===== src/rtl/filter_pipe_pkg.sv =====
// Shared types and constants for the filter pipeline sequencer.
package filter_pipe_pkg;

   localparam int RES_X_DEF = 32;
   localparam int RES_Y_DEF = 32;

   typedef enum logic [3:0] {
      IDLE    = 4'd0,
      LOAD    = 4'd1,
      SCAN0   = 4'd2,
      FLUSH0  = 4'd3,
      PAD0    = 4'd4,
      SCAN1   = 4'd5,
      FLUSH1  = 4'd6,
      PAD1    = 4'd7,
      READOUT = 4'd8
   } state_t;

   localparam logic [1:0] PLANE_R = 2'd0;
   localparam logic [1:0] PLANE_G = 2'd1;
   localparam logic [1:0] PLANE_B = 2'd2;

   localparam logic STAGE_SMOOTH = 1'b0;
   localparam logic STAGE_EDGE   = 1'b1;

endpackage


===== src/rtl/filter_pipeline_sequencer_raster_counter.sv =====
// Row/column raster position counter; wraps from (MAX_Y,MAX_X) back to (0,0).
module raster_counter #(
   parameter int MAX_X = 31,
   parameter int MAX_Y = 31,
   parameter int W     = 5
) (
   input  logic         i_clk,
   input  logic         i_rst_n,
   input  logic         i_en,
   input  logic         i_clear,
   output logic [W-1:0] o_row,
   output logic [W-1:0] o_col,
   output logic         o_last
);

   logic [W-1:0] r_row;
   logic [W-1:0] r_col;
   logic         w_col_end;
   logic         w_row_end;

   assign w_col_end = (r_col == W'(MAX_X));
   assign w_row_end = (r_row == W'(MAX_Y));
   assign o_row     = r_row;
   assign o_col     = r_col;
   assign o_last    = w_col_end & w_row_end;

   // Advance one raster position per enabled cycle; clear has priority.
   always_ff @(posedge i_clk or negedge i_rst_n) begin
      if (!i_rst_n) begin
         r_row <= '0;
         r_col <= '0;
      end else if (i_clear) begin
         r_row <= '0;
         r_col <= '0;
      end else if (i_en) begin
         if (w_col_end) begin
            r_col <= '0;
            r_row <= w_row_end ? '0 : r_row + W'(1);
         end else begin
            r_col <= r_col + W'(1);
         end
      end
   end

endmodule


===== src/rtl/filter_pipeline_sequencer.sv =====
// Frame controller for the gray -> 3x3 average -> 3x3 Sobel pipeline.
// Drives RAM addresses/enables only; no pixel data passes through here.
// Optional feature macro: PAD_WRITE_EN (adds PAD0/PAD1 border-zeroing sweeps).
//
// state   | meaning
// IDLE    | waiting for start_i
// LOAD    | accepting R,G,B planes in raster order
// SCAN0   | issuing smoothing windows, one per cycle
// FLUSH0  | last smoothing write lands, no new window
// PAD0    | zero border cells of the smoothing RAM (PAD_WRITE_EN only)
// SCAN1   | issuing edge windows, one per cycle
// FLUSH1  | last edge write lands, no new window
// PAD1    | zero border cells of the edge RAM (PAD_WRITE_EN only)
// READOUT | streaming edge RAM out under valid/ready
module filter_pipeline_sequencer
   import filter_pipe_pkg::*;
#(
   parameter  int RES_X = RES_X_DEF,
   parameter  int RES_Y = RES_Y_DEF,
   localparam int AW    = $clog2((RES_X > RES_Y) ? RES_X : RES_Y)
) (
   input  logic          clk_i,
   input  logic          reset,
   input  logic          start_i,
   input  logic          pix_valid_i,
   output logic          pix_ready_o,
   output logic          load_en_o,
   output logic [1:0]    plane_o,
   output logic [AW-1:0] load_row_o,
   output logic [AW-1:0] load_col_o,
   output logic          stage_o,
   output logic          win_valid_o,
   output logic [AW-1:0] win_row_o,
   output logic [AW-1:0] win_col_o,
   output logic          wr_en_o,
   output logic [AW-1:0] wr_row_o,
   output logic [AW-1:0] wr_col_o,
   output logic          pad_en_o,
   output logic [AW-1:0] pad_row_o,
   output logic [AW-1:0] pad_col_o,
   output logic          out_valid_o,
   input  logic          out_ready_i,
   output logic [AW-1:0] out_row_o,
   output logic [AW-1:0] out_col_o,
   output logic          busy_o,
   output logic          frame_done_o
);

   state_t        r_state;
   state_t        w_state_nxt;
   logic [1:0]    r_plane;
   logic          r_wr_en;
   logic [AW-1:0] r_wr_row;
   logic [AW-1:0] r_wr_col;

   logic          w_pix_ready;
   logic          w_load_en;
   logic          w_win_valid;
   logic          w_pad_en;
   logic          w_out_valid;
   logic          w_out_acc;
   logic          w_stage;
   logic          w_frame_done;
   logic          w_idle;
   logic          w_load_last;
   logic          w_win_last;
   logic          w_out_last;
   logic          w_pad_last;
   logic [AW-1:0] w_win_row;
   logic [AW-1:0] w_win_col;
   logic [AW-1:0] w_pad_row;
   logic [AW-1:0] w_pad_col;

   assign w_idle    = (r_state == IDLE);
   assign w_load_en = pix_valid_i & w_pix_ready;
   assign w_out_acc = w_out_valid & out_ready_i;

   raster_counter #(.MAX_X(RES_X-1), .MAX_Y(RES_Y-1), .W(AW)) u_load_pos (
      .i_clk(clk_i), .i_rst_n(reset), .i_en(w_load_en), .i_clear(w_idle),
      .o_row(load_row_o), .o_col(load_col_o), .o_last(w_load_last)
   );

   raster_counter #(.MAX_X(RES_X-3), .MAX_Y(RES_Y-3), .W(AW)) u_win_pos (
      .i_clk(clk_i), .i_rst_n(reset), .i_en(w_win_valid), .i_clear(w_idle),
      .o_row(w_win_row), .o_col(w_win_col), .o_last(w_win_last)
   );

   raster_counter #(.MAX_X(RES_X-1), .MAX_Y(RES_Y-1), .W(AW)) u_out_pos (
      .i_clk(clk_i), .i_rst_n(reset), .i_en(w_out_acc), .i_clear(w_idle),
      .o_row(out_row_o), .o_col(out_col_o), .o_last(w_out_last)
   );

`ifdef PAD_WRITE_EN
   logic [AW-1:0] r_pad_row;
   logic [AW-1:0] r_pad_col;

   assign w_pad_row  = r_pad_row;
   assign w_pad_col  = r_pad_col;
   assign w_pad_last = (r_pad_row == AW'(RES_Y-1)) && (r_pad_col == AW'(RES_X-1));

   // Border-only raster sweep: full rows at top/bottom, jump 0 -> RES_X-1 on interior rows.
   always_ff @(posedge clk_i or negedge reset) begin
      if (!reset) begin
         r_pad_row <= '0;
         r_pad_col <= '0;
      end else if (w_pad_en) begin
         if (w_pad_last) begin
            r_pad_row <= '0;
            r_pad_col <= '0;
         end else if (r_pad_col == AW'(RES_X-1)) begin
            r_pad_col <= '0;
            r_pad_row <= r_pad_row + AW'(1);
         end else if ((r_pad_row == '0) || (r_pad_row == AW'(RES_Y-1))) begin
            r_pad_col <= r_pad_col + AW'(1);
         end else begin
            r_pad_col <= AW'(RES_X-1);
         end
      end
   end
`else
   assign w_pad_row  = '0;
   assign w_pad_col  = '0;
   assign w_pad_last = 1'b0;
`endif

   // State register.
   always_ff @(posedge clk_i or negedge reset) begin
      if (!reset) r_state <= IDLE;
      else        r_state <= w_state_nxt;
   end

   // Next-state decode and per-state enables.
   always_comb begin
      w_state_nxt  = r_state;
      w_pix_ready  = 1'b0;
      w_win_valid  = 1'b0;
      w_pad_en     = 1'b0;
      w_out_valid  = 1'b0;
      w_stage      = STAGE_SMOOTH;
      w_frame_done = 1'b0;
      case (r_state)
         IDLE: begin
            if (start_i) w_state_nxt = LOAD;
         end
         LOAD: begin
            w_pix_ready = 1'b1;
            if (pix_valid_i && w_load_last && (r_plane == PLANE_B)) w_state_nxt = SCAN0;
         end
         SCAN0: begin
            w_win_valid = 1'b1;
            if (w_win_last) w_state_nxt = FLUSH0;
         end
         FLUSH0: begin
`ifdef PAD_WRITE_EN
            w_state_nxt = PAD0;
`else
            w_state_nxt = SCAN1;
`endif
         end
`ifdef PAD_WRITE_EN
         PAD0: begin
            w_pad_en = 1'b1;
            if (w_pad_last) w_state_nxt = SCAN1;
         end
`endif
         SCAN1: begin
            w_stage     = STAGE_EDGE;
            w_win_valid = 1'b1;
            if (w_win_last) w_state_nxt = FLUSH1;
         end
         FLUSH1: begin
            w_stage = STAGE_EDGE;
`ifdef PAD_WRITE_EN
            w_state_nxt = PAD1;
`else
            w_state_nxt = READOUT;
`endif
         end
`ifdef PAD_WRITE_EN
         PAD1: begin
            w_stage  = STAGE_EDGE;
            w_pad_en = 1'b1;
            if (w_pad_last) w_state_nxt = READOUT;
         end
`endif
         READOUT: begin
            w_stage     = STAGE_EDGE;
            w_out_valid = 1'b1;
            if (out_ready_i && w_out_last) begin
               w_frame_done = 1'b1;
               w_state_nxt  = IDLE;
            end
         end
         default: w_state_nxt = IDLE;
      endcase
   end

   // Plane index steps R -> G -> B on each full-frame wrap of the load position.
   always_ff @(posedge clk_i or negedge reset) begin
      if (!reset) begin
         r_plane <= PLANE_R;
      end else if (w_idle) begin
         r_plane <= PLANE_R;
      end else if (w_load_en && w_load_last) begin
         r_plane <= (r_plane == PLANE_B) ? PLANE_R : r_plane + 2'd1;
      end
   end

   // Filter result write trails the window issue by one cycle, centred on the window.
   always_ff @(posedge clk_i or negedge reset) begin
      if (!reset) begin
         r_wr_en  <= 1'b0;
         r_wr_row <= '0;
         r_wr_col <= '0;
      end else begin
         r_wr_en  <= w_win_valid;
         r_wr_row <= w_win_row + AW'(1);
         r_wr_col <= w_win_col + AW'(1);
      end
   end

   assign pix_ready_o  = w_pix_ready;
   assign load_en_o    = w_load_en;
   assign plane_o      = r_plane;
   assign stage_o      = w_stage;
   assign win_valid_o  = w_win_valid;
   assign win_row_o    = w_win_row;
   assign win_col_o    = w_win_col;
   assign wr_en_o      = r_wr_en;
   assign wr_row_o     = r_wr_row;
   assign wr_col_o     = r_wr_col;
   assign pad_en_o     = w_pad_en;
   assign pad_row_o    = w_pad_row;
   assign pad_col_o    = w_pad_col;
   assign out_valid_o  = w_out_valid;
   assign busy_o       = ~w_idle;
   assign frame_done_o = w_frame_done;

endmodule

===== config.mk =====
export PLATFORM = sky130hd
export DESIGN_NAME = filter_pipeline_sequencer
export DESIGN_NICKNAME = d
export VERILOG_FILES = /design/src/rtl/filter_pipe_pkg.sv /design/src/rtl/filter_pipeline_sequencer_raster_counter.sv /design/src/rtl/filter_pipeline_sequencer.sv
export SDC_FILE = /design/constraint.sdc
export NUM_CORES = 1
export LEC_CHECK = 0
export ABC_AREA = 1
export CORE_MARGIN = 1
export CORE_UTILIZATION = 49
export CTS_CLUSTER_DIAMETER = 80
export DETAILED_ROUTE_END_ITERATION = 10
export PLACE_DENSITY = 0.8
export SLEW_MARGIN = 20
export SYNTH_ARGS = -nofsm -noshare
export SYNTH_HDL_FRONTEND = slang
export SYNTH_SLANG_ARGS = --single-unit

===== constraint.sdc =====
create_clock -name clk_i -period 1.6 [get_ports clk_i]
set_input_delay 0.16 -clock clk_i [delete_from_list [all_inputs] [get_ports clk_i]]
set_output_delay 0.16 -clock clk_i [all_outputs]
set_load 0.02 [all_outputs]

Word-level counts from Yosys, hierarchy flattened:

Cells that the tools add are included.

* register bits after elaboration: 47
* output and inout port bits: 61
* ROM bits: 0
* word-level logic and storage cells: 96
* bits in latches: 0
* memories: 0
* bits in writable memories: 0
* input port bits: 5

* add/subtract/negate cells: 7
* multiplexer cells: 36
* shift-type cells: 0
* bitwise gates (word level): 6
* reduce and logical (&&, ||, !) cells: 18
* $mul: 0
* div/mod/pow operators: 0
* equal/unequal tests: 18
* $lt $le $gt $ge: 0

Operator list (count)
* 2-to-1 mux 5 bit: 21
* adder 5 x 1 -> 5 bit (second input constant): 6
* == test 5 bit (second input constant): 6
* one-hot mux 4 bit (7 select lines): 1
* 2-to-1 mux 4 bit: 5
* nonzero test 2 bit: 7
* == test 4 x 2 -> 1 bit (second input constant): 2
* == test 4 x 3 -> 1 bit (second input constant): 2
* 2-to-1 mux 1 bit: 6
* 2-to-1 mux 2 bit: 3
* != test 2 bit (second input constant): 3
* AND reduction 2 bit: 3
* bitwise AND 1 bit: 5
* AND reduction 5 bit: 1
* == test 4 x 1 -> 1 bit (second input constant): 1
* == test 4 bit (second input constant): 1
* logical AND 1 bit: 4
* zero test 4 bit: 1
* != test 2 x 1 -> 1 bit (second input constant): 2
* OR reduction 3 bit: 1
* adder 2 x 1 -> 2 bit (second input constant): 1
* == test 2 bit (second input constant): 1
* OR reduction 2 bit: 1
* NOT 1 bit: 1

Longest topological paths before layout:

* depth in word-level cells: 6
* mapped depth: 11
* gate-level depth less buffers: 11

Hierarchy:

Synthesis repeated with hierarchy kept, for this count alone.

* cells, all modules: 320
* area total of the unflattened synthesis: 2590.0 µm²

By module, submodules not included
* raster_counter at u_load_pos ...: times used 2, cells an instance 69, seq. area each 250.2 µm², area an instance 541.8 µm²
* filter_pipeline_sequencer: times used 1, cells an instance 103, seq. area each 425.4 µm², area an instance 887.1 µm²
* raster_counter at u_win_pos: times used 1, cells an instance 79, seq. area each 250.2 µm², area an instance 619.3 µm²

Worst setup path after synthesis:

OpenSTA, ideal clock, no wires.

* path kind: register -> register
* from: register u_out_pos.r_col[1] (netlist: u_out_pos.o_col[1])
* to: register r_state[0]
* path slack: -0.084 ns
* period minus slack after synthesis: 1.684 ns
* library setup time: 0.117 ns
* cell stages (with the launch flop): 12
* buffers on the path: 0
* data required time: 1.483 ns
* data arrival time: 1.567 ns
* path through: dfrtp_1 > ha_1 > nand2_1 > nor2_1 > ha_1 > nand3_1 > nand3_1 > nand2_1 > nor2_1 > nand2_1 > nand2_1 > nand2_1

* word-level cells in the longest chain between the ends: 5

RTL lines
* start: declaration: RTL line filter_pipeline_sequencer_raster_counter.sv:17 `logic [W-1:0] r_col;`
* start signal: assignment: RTL line filter_pipeline_sequencer_raster_counter.sv:40 `r_col <= r_col + W'(1);`
* == test 5 bit: RTL line filter_pipeline_sequencer_raster_counter.sv:21 `assign w_col_end = (r_col == W'(MAX_X));`
* bitwise AND 1 bit: RTL line filter_pipeline_sequencer_raster_counter.sv:25 `assign o_last = w_col_end & w_row_end;`
* logical AND 1 bit: RTL line filter_pipeline_sequencer.sv:189 `if (out_ready_i && w_out_last) begin`
* != test 2 bit (no source line)
* AND reduction 5 bit (no source line)
* end signal: assignment: RTL line filter_pipeline_sequencer.sv:129 `else r_state <= w_state_nxt;`
* end: declaration: RTL line filter_pipeline_sequencer.sv:49 `state_t r_state;`

No other way between the ends.
A chain may end at the register's enable or synchronous reset.

Worst setup path in the final report:

* from: register u_out_pos.r_row[0] (netlist: u_out_pos.o_row[0])
* to: output frame_done_o

* word-level cells in the longest chain between the ends: 5

RTL lines
* start: declaration: RTL line filter_pipeline_sequencer_raster_counter.sv:16 `logic [W-1:0] r_row;`
* start signal: assignment: RTL line filter_pipeline_sequencer_raster_counter.sv:38 `r_row <= w_row_end ? '0 : r_row + W'(1);`
* == test 5 bit: RTL line filter_pipeline_sequencer_raster_counter.sv:22 `assign w_row_end = (r_row == W'(MAX_Y));`
* bitwise AND 1 bit: RTL line filter_pipeline_sequencer_raster_counter.sv:25
* logical AND 1 bit: RTL line filter_pipeline_sequencer.sv:189
* 2-to-1 mux 1 bit: RTL line filter_pipeline_sequencer.sv:189
* 2-to-1 mux 1 bit: RTL line filter_pipeline_sequencer.sv:141 `case (r_state)`
* end: declaration: RTL line filter_pipeline_sequencer.sv:46 `output logic frame_done_o`

No other way between the ends.

==> metrics.md <==
| Metric | Value |
|---|---|
| DR iter-0 viols | `approximately 110` |
| TritonCTS clock tree | `done` |
| Mapped Cells | `290` |
| Initial antenna violation count | `0` |
| FF-to-FF Start | `u_out_pos.o_row[0]` |
| Vias per cell | `about 4.9` |
| Sequential Power Share | `0.269` |
| # diodes | `0` |
| PortBufs | `54` |
| Worst Skew | `between 0.003 and 0.004 ns` |
| CP Max Fanout | `2` |
| P_sw | `0.00291 W` |
| RSZ-0062 raised after global routing | `true` |
| Largest net degree at the start of global routing | `31` |
| Initial Util | `0.520` |
| Switch share | `0.439` |
| P per Cell Area | `~1800 nW/µm²` |
| Global-route usage over all layers | `0.224` |
| First drt pass iteration count | `4` |
| # Max-Cap Violations | `0` |
| Worst reg-to-reg path cell count | `12` |
| Crit path time final | `about 1.6 ns` |
| Cell Int Power | `0.00372 W` |
| Die X-Extent | `roughly 74 µm` |
| Area after DPL | `between 3000 and 4000 µm²` |
| Clk slew on worst S/H paths | `~0.080 ns` |
| Setup crit start kind | `register` |
| CTS Buf Count | `5` |
| Final Hold Vio Count | `0` |
| Vias in the first global route | `2210` |
| First-pass GRT wire length | `between 9 and 10 mm` |
| Routed Antenna Nets | `0` |
| Placed wire-length estimate | `about 4.2 mm` |
| Mapped Area | `between 2000 and 3000 µm²` |
| Clk pwr share | `0.128` |
| H-tree depth | `2` |
| Critical path capture point type | `primary output` |
| Final GP Congestion | `just under 0.9` |
| Share of post-route cells with drive strength above 1 | `0.307` |
| CTS Buffer Depth | `2` |
| Worst-Skew Late Latency | `0.29 ns` |
| Cell area after layout | `roughly 3800 µm²` |
| Syn_area_per_cell | `8.69 µm²` |
| Most frequent cells in the layout | `59 x nand2_1, 45 x buf_4, 38 x clkdlybuf4s50_1, 38 x dfrtp_1, 34 x inv_1` |
| Status | `finished with violations` |
| Unique masters post-synth | `30` |
| Worst Hold Class | `input port to asynchronous set/reset pin` |
| Final nets | `414` |
| Io pins | `66` |
| Failing checks | `negative setup slack` |
| Final core utilization | `0.782` |
| DR WL/cell | `~13 µm` |
| Data arrival time of the critical path | `between 1 and 1.5 ns` |
| Synthesized flop and latch total | `47` |
| Worst Setup Path Type | `register to primary output` |
| Clk sinks | `47` |
| Most common cell after layout, fill and taps aside | `nand2_1` |
| Worst Path Required | `approximately 1.4 ns` |
| Wire length after detailed routing | `6.18 mm` |
| Layout area overhead | `50.4%` |
| Fmax | `610 MHz` |
| Ys Warns | `0` |
| Peak VDD IR | `~1.4 mV` |
| Placeable core area | `4850 µm²` |
| CTS root buffer | `clkbuf_8` |
| Die Height | `about 74 µm` |
| Final period util | `1.03` |
| Setup violations, final | `2` |
| R2R setup slack | `-0.04 ns` |
| Slew Viols, Final | `0` |
| Post-synthesis sequential area ratio | `0.467` |
| Leakage | `1.97 nW` |
| Fill count | `approximately 330` |
| Primary FF master, synth | `dfrtp_1` |
| Number of synthesized flops with an enable pin | `0` |
| Global route overflow | `0` |
| Routed vias | `~2300` |
| Worst reg2reg endpoint | `r_state[0]` |
| Setup ws final | `-0.0407 ns` |
| Row count | `25` |
| Combinational group share of total power | `0.603` |
| Post-route DRC | `0` |
| Post-synth ARST share | `1.00` |
| Total die area | `5430 µm²` |
[critical path, cell delays in order (launching register included)]
cell and delay [ns]:
dfrtp_2 0.40, ha_4 0.15, nand2_2 0.04, nor2_2 0.08, ha_2 0.19, nand3_2 0.09, nor2_1 0.09, buf_4 0.14
[metal layers]
metal	GRT usage	up-vias	part of all wire
met5	0	-	0
met4	0.0769	0	0.017
met3	0.0412	11	0.032
met2	0.404	63	0.52
met1	0.267	1087	0.43
li1	-	1122	-
[cell families after synthesis]
logic type / Yosys count / synth area share
AND/OR/NAND/NOR: 136 / 0.252
buffers and inverters: 51 / 0.102
flip-flops: 47 / 0.467
AO/OA/AOI/OAI: 32 / 0.0799
adder cells (fa/ha/maj): 12 / 0.0596
XOR/XNOR: 11 / 0.0382
other: 1 / 0.00149
[cells in the mapped netlist (2+ instances only)]
cell / count / share of area
nand2_1: 64 / 0.095
dfrtp_1: 47 / 0.47
inv_1: 35 / 0.052
nand3_1: 24 / 0.048
nor2_1: 19 / 0.028
o21ai_1: 13 / 0.026
buf_4: 12 / 0.036
ha_1: 12 / 0.060
nand2_2: 11 / 0.027
xor2_1: 9 / 0.031
nand4_1: 7 / 0.017
o21ai_0: 5 / 0.0099
o21ai_2: 5 / 0.017
nor2_2: 4 / 0.0099
a21oi_1: 3 / 0.0060
nand2_4: 3 / 0.013
nand3b_1: 2 / 0.0060
o211ai_1: 2 / 0.0060
xnor2_1: 2 / 0.0070
[power groups by stage]
stage,Sequential (W),Combinational [W],Clock [W]
4_1_cts,0.00174,0.00356,0.000861
3_5_place_dp,0.00173,0.00351,0
2_1_floorplan,0.00204,0.00173,0
6_report,0.00178,0.00400,0.000850
5_1_grt,0.00181,0.00431,0.000916
3_3_place_gp,0.00172,0.00341,0
[cell type report]
cell class	instances	area (µm²)	share of cell area
sequential	47	1190	0.313
clock buffer	7	76.3	0.0201
tap	67	83.8	0.0221
clock inverter	1	30.0	0.00792
timing repair buffer	104	988	0.261
inverter	37	144	0.0380
multi-input combinational	202	1280	0.338
[stage by stage]
stage,setup TNS [ns],cells,total power (W),setup WS (ns),hold slack [ns]
2_1_floorplan,0,300,0.00377,0.000983,-0.136
3_3_place_gp,-0.353,446,0.00513,-0.223,0.124
3_5_place_dp,-0.605,446,0.00525,-0.258,0.128
4_1_cts,-0.209,458,0.00616,-0.0947,0.348
5_1_grt,-0.390,465,0.00704,-0.155,0.382
6_report,-0.0788,465,0.00663,-0.0407,0.342
[flip-flops by register name (all words and copies together), names as in the netlist]
name and cells:
u_load_pos.o_row 5, u_win_pos.o_col 5, wr_row_o 5, wr_en_o 1
plane_o 2, r_state 4, u_out_pos.o_row 5, wr_col_o 5
u_out_pos.o_col 5, u_load_pos.o_col 5, u_win_pos.o_row 5
[repair_timing]
item                       CTS  global route
hold buffers                 1             0
pin swaps                    9            18
setup buffers                3             6
cloned                       0             2
setup endpoints to repair    9            25
hold endpoints to repair    17             0
gates resized for setup     34            45
[worst max-delay path by stage]
stage                         from      endpoint
2_1_floorplan  u_load_pos.o_row[1]    r_state[0]
3_3_place_gp    u_out_pos.o_row[0]  frame_done_o
3_5_place_dp    u_out_pos.o_row[0]  frame_done_o
4_1_cts         u_out_pos.o_row[1]    r_state[0]
5_1_grt        u_load_pos.o_col[0]    r_state[0]
6_report        u_out_pos.o_row[0]  frame_done_o
(Power assumes the default switching activity.)
